<file path="src/rtl/banco_reg_pkg.sv">
// Shared constants and types for the MIPS register file, reg-dest mux and control.
package banco_reg_pkg;

    localparam int DATA_W = 32;
    localparam int ADDR_W = 5;

    localparam logic [4:0]  REG_ZERO     = 5'd0;
    localparam logic [4:0]  REG_SP       = 5'd29;
    localparam logic [4:0]  REG_RA       = 5'd31;
    localparam logic [31:0] SP_RESET_VAL = 32'd227;

    typedef logic [DATA_W-1:0] word_t;
    typedef logic [ADDR_W-1:0] reg_idx_t;

endpackage

</file>
<file path="src/rtl/banco_reg.sv">
// 32x32 register file, two async read ports, one write port, $zero hardwired.
// Define BANCO_REG_BYPASS_EN to forward write_data to a matching read port.
module banco_reg
    import banco_reg_pkg::*;
#(
    parameter int                DATA_W   = banco_reg_pkg::DATA_W,
    parameter int                ADDR_W   = banco_reg_pkg::ADDR_W,
    parameter logic [DATA_W-1:0] SP_RESET = DATA_W'(SP_RESET_VAL)
) (
    input  logic              clk,
    input  logic              reset,
    input  logic              reg_write,
    input  logic [ADDR_W-1:0] read_reg1,
    input  logic [ADDR_W-1:0] read_reg2,
    input  logic [ADDR_W-1:0] write_reg,
    input  logic [DATA_W-1:0] write_data,
    output logic [DATA_W-1:0] read_data1,
    output logic [DATA_W-1:0] read_data2
);

    localparam int DEPTH = 2 ** ADDR_W;

    logic [DATA_W-1:0] regs_q [DEPTH];
    logic [DATA_W-1:0] regs_d [DEPTH];
    logic              wr_en;

    assign wr_en = reg_write && (write_reg != ADDR_W'(REG_ZERO));

    always_comb begin
        regs_d = regs_q;
        if (wr_en) begin
            regs_d[write_reg] = write_data;
        end
        regs_d[0] = '0;
    end

    always_ff @(posedge clk) begin
        if (reset) begin
            for (int i = 0; i < DEPTH; i++) begin
                regs_q[i] <= (i == int'(REG_SP)) ? SP_RESET : '0;
            end
        end else begin
            regs_q <= regs_d;
        end
    end

    // Index 0 is forced to zero on read as well as on write.
    always_comb begin
        read_data1 = (read_reg1 == ADDR_W'(REG_ZERO)) ? '0 : regs_q[read_reg1];
        read_data2 = (read_reg2 == ADDR_W'(REG_ZERO)) ? '0 : regs_q[read_reg2];
`ifdef BANCO_REG_BYPASS_EN
        if (!reset && wr_en && (read_reg1 == write_reg)) begin
            read_data1 = write_data;
        end
        if (!reset && wr_en && (read_reg2 == write_reg)) begin
            read_data2 = write_data;
        end
`endif
    end

endmodule

</file>
<file path="config.mk">
export PLATFORM = sky130hd
export DESIGN_NAME = banco_reg
export DESIGN_NICKNAME = d
export VERILOG_FILES = /design/src/rtl/banco_reg_pkg.sv /design/src/rtl/banco_reg.sv
export SDC_FILE = /design/constraint.sdc
export NUM_CORES = 2
export LEC_CHECK = 0
export CAP_MARGIN = 20
export CORE_UTILIZATION = 40
export DETAILED_ROUTE_END_ITERATION = 7
export SETUP_SLACK_MARGIN = 0.02
export SLEW_MARGIN = 15
export SYNTH_ARGS = -nofsm -noshare
export SYNTH_HDL_FRONTEND = slang
export SYNTH_SLANG_ARGS = --single-unit
</file>
<file path="constraint.sdc">
create_clock -name clk -period 4.9 [get_ports clk]
set_input_delay 1.47 -clock clk [delete_from_list [all_inputs] [get_ports clk]]
set_output_delay 1.47 -clock clk [all_outputs]
set_load 0.01 [all_outputs]
</file>
==> results.py <==
metrics = {
    "routing": {
        "ant_nets": 0,
        "wl_met1_um": 82400,
        "wl_um": 225000,
        "vias": 48900,
        "drt_first_pass_iters": 8,
        "routed.top_layer": "met5",
        "first_iter_violations": 7943,
        "met3WireLength_um": 30700,
        "route.detailed.wl_per_inst_um": 29.3,
        "viasPerCell": 6.37,
        "drc": 15,
        "wl_met2_um": 97600,
    },
    "setup_path": {
        "path_max_fanout": 8,
        "timing.reg2reg.setup_slack_ns": 4.19,
        "arrival_ns": 3.45,
        "required_ns": 3.43,
        "critPathLaunchType": "input pin",
        "cp-end-kind": "output port",
        "cp-startpoint": "read_reg1[0]",
        "r2r_cells": 2,
        "critPathKind": "in2out",
        "rr_startpoint": "regs_q[315]",
        "r2r_end": "regs_q[315]",
        "worstSetupEndpoint": "read_data1[1]",
    },
    "finish": {
        "top_regs": "regs_q (992)",
        "fin_area_mm2": 0.0615,
        "final_core_util_pct": 49.6,
        "instances_no_fill": 7684,
        "drive_gt1_share_pct": 24.4,
        "area_growth_pct": 22.7,
        "largest_reg_flops": 992,
        "largest_register": "regs_q",
        "finish.net_count": 6008,
    },
    "status": {
        "outcome": "finished, violations left",
        "violations": "DRC, setup timing",
    },
    "global_routing": {
        "grt.overflow.total": 0,
        "grt_antenna_before_repair": 15,
        "track_usage_pct": 34.6,
        "grt_pass1_vias": 45300,
        "grt_pass1_wl_um": 320000,
        "grt_max_degree": 112,
    },
    "logic_synthesis": {
        "syn_area_mm2": 0.0502,
        "synthArstFlopShare_pct": 0,
        "ys_seq_area_share_pct": 39.6,
        "syn_area_per_cell_um2": 8.66,
        "synth-edff-count": 0,
        "synth.distinct_cells": 39,
        "synth_cells": 5792,
        "yosys_warnings": 0,
        "synth_ff_type": "dfxtp_1",
        "ys_ff_latch": 992,
        "synth_fp_nets": 5842,
    },
    "sta": {
        "hold_violations": 0,
        "setup_viol": 4,
        "max_slew_margin_pct": 40.1,
        "period_needed_ns": 4.92,
        "rsz0062_at_grt": "true",
        "tightest_slew_ns": 0.895,
        "final_max_slew_viol_count": 0,
        "fmax_mhz": 203,
        "period_share_pct": 100,
        "finClkSkew_ns": 0,
        "worst_slack_ns": -0.0233,
    },
    "placed_design": {
        "dp.cells": 7369,
        "place_ws_ns": -0.703,
        "place_area_mm2": 0.0557,
        "hpwl_um": 138000,
        "routabilityCongestion": 0.933,
        "portBuffers": 113,
    },
    "clock_tree": {
        "cts-buffers-inserted": 106,
        "cts_tree": "built",
        "clkTransAtPathRegs_ns": 0.06,
        "h-tree-depth": 3,
        "ctsLongestPathBuffers": 3,
        "cts.sinks": 992,
        "cts_root_buffer": "clkbuf_16",
        "clock_latency_ns": 0.73,
    },
    "floorplan": {
        "die_h_um": 356,
        "core_mm2": 0.124,
        "fp-row-count": 129,
        "start_util_pct": 40.5,
        "die-area_mm2": 0.127,
        "io_pins": 114,
        "die-width_um": 356,
    },
    "min_path": {
        "whs_path_depth": 2,
        "min_path_type": "reg2reg",
    },
    "pwr": {
        "leakage_nw": 20.8,
        "ir_drop_mv": 0.271,
        "powerDensity_mw_per_mm2": 299,
        "post-layout-total-power_mw": 18.4,
    },
    "flow_run": {
        "max_cap_violations": 0,
    },
}
-- cells in the mapped netlist, types with 18 or more instances --
master | n | area [um2]
nand2_1 | 2081 | 7810
a21oi_1 | 1033 | 5170
dfxtp_1 | 992 | 19900
clkbuf_1 | 436 | 1640
mux4_2 | 433 | 9750
mux2i_1 | 138 | 1380
buf_2 | 112 | 561
mux2_2 | 81 | 912
nor2_1 | 67 | 251
nor3_1 | 49 | 245
nor2b_1 | 44 | 275
o22ai_1 | 37 | 231
o21ai_0 | 33 | 165
a221oi_1 | 32 | 280
a22oi_1 | 32 | 240
o221ai_1 | 32 | 280
buf_1 | 24 | 90.1
a211oi_1 | 18 | 135
-- what timing repair did --
| item | in CTS | in global routing |
|---|---|---|
| gates resized for setup | 351 | 140 |
| hold buffers | 0 | 0 |
| buffers inserted | 80 | 29 |
| pin swaps | 38 | 53 |
| setup endpoints to repair | 64 | 60 |
| endpoints found under the hold margin | 0 | 0 |
| cloned | 13 | 3 |
-- power by group --
part	internal [mW]	switching [mW]
registers	8.12	0.0475
logic	0.793	1.21
clock network	4.70	3.53
total	13.6	4.79
-- critical path, cell delays in order --
cell	delay, ns
buf_16	0.15
buf_8	0.14
buf_12	0.13
buf_8	0.12
buf_4	0.12
mux4_2	0.49
nor2b_1	0.12
nor3_1	0.06
a31oi_1	0.31
o21ai_4	0.16
buf_6	0.16
-- per-layer routing --
layer,vias up,GRT usage [%]
li1,20500,-
met1,23900,45.5
met2,3786,51.7
met3,797,9.15
met4,8,18.7
met5,-,0
-- cell usage in the layout, fill, tap and decap left out, drive strengths merged, types with 3 or more instances in the layout --
cell type / n
a22oi: 32
bufinv: 6
nand3: 4
nand2: 2081
or3b: 3
a221oi: 32
and2: 5
dfxtp: 992
nand3b: 11
nor3: 49
nor2: 67
nand2b: 4
clkdlybuf4s50: 28
inv: 6
mux4: 433
o21ai: 47
nor2b: 44
diode: 7
a211oi: 18
clkdlybuf4s15: 5
buf: 584
clkinv: 19
o211ai: 13
mux2i: 138
clkbuf: 179
a21oi: 1033
bufbuf: 3
and3b: 3
mux2: 95
o22ai: 37
a31oi: 15
o221ai: 32
dlygate4sd2: 12
-- logic make-up after synthesis --
logic type	after synthesis	share of synthesized area (%)
flops	992	39.6
simple gates	2278	17.6
compound gates	1261	13.5
mux	666	24.3
buf+inv	595	4.93
-- final cells by class --
class / instances / area (um2)
timing repair buffer: 651 / 7230
clock inverter: 30 / 318
sequential: 992 / 19900
antenna: 7 / 17.5
tap: 1637 / 2050
inverter: 2 / 7.51
multi-input combinational: 4205 / 28900
fill: 11400 / 62400
clock buffer: 160 / 3140
-- through the flow --
| step | setup TNS (ns) | hold WS (ns) |
|---|---|---|
| 2_1_floorplan | 0 | 0.443 |
| 4_1_cts | -0.708 | 0.465 |
| 3_5_place_dp | -26.27 | 0.456 |
| 3_3_place_gp | -26.42 | 0.448 |
| 5_1_grt | -0.174 | 0.480 |
| 6_report | -0.0640 | 0.463 |
-- worst min path at each step --
stage                      from     endpoint  slack (ns)
floorplan           regs_q[801]  regs_q[801]        0.44
global placement    regs_q[623]  regs_q[623]        0.45
detailed placement  regs_q[799]  regs_q[799]        0.46
CTS                 regs_q[799]  regs_q[799]        0.46
global route        regs_q[316]  regs_q[316]        0.48
finish              regs_q[564]  regs_q[564]        0.46
Power figures use the tool's default switching activity.
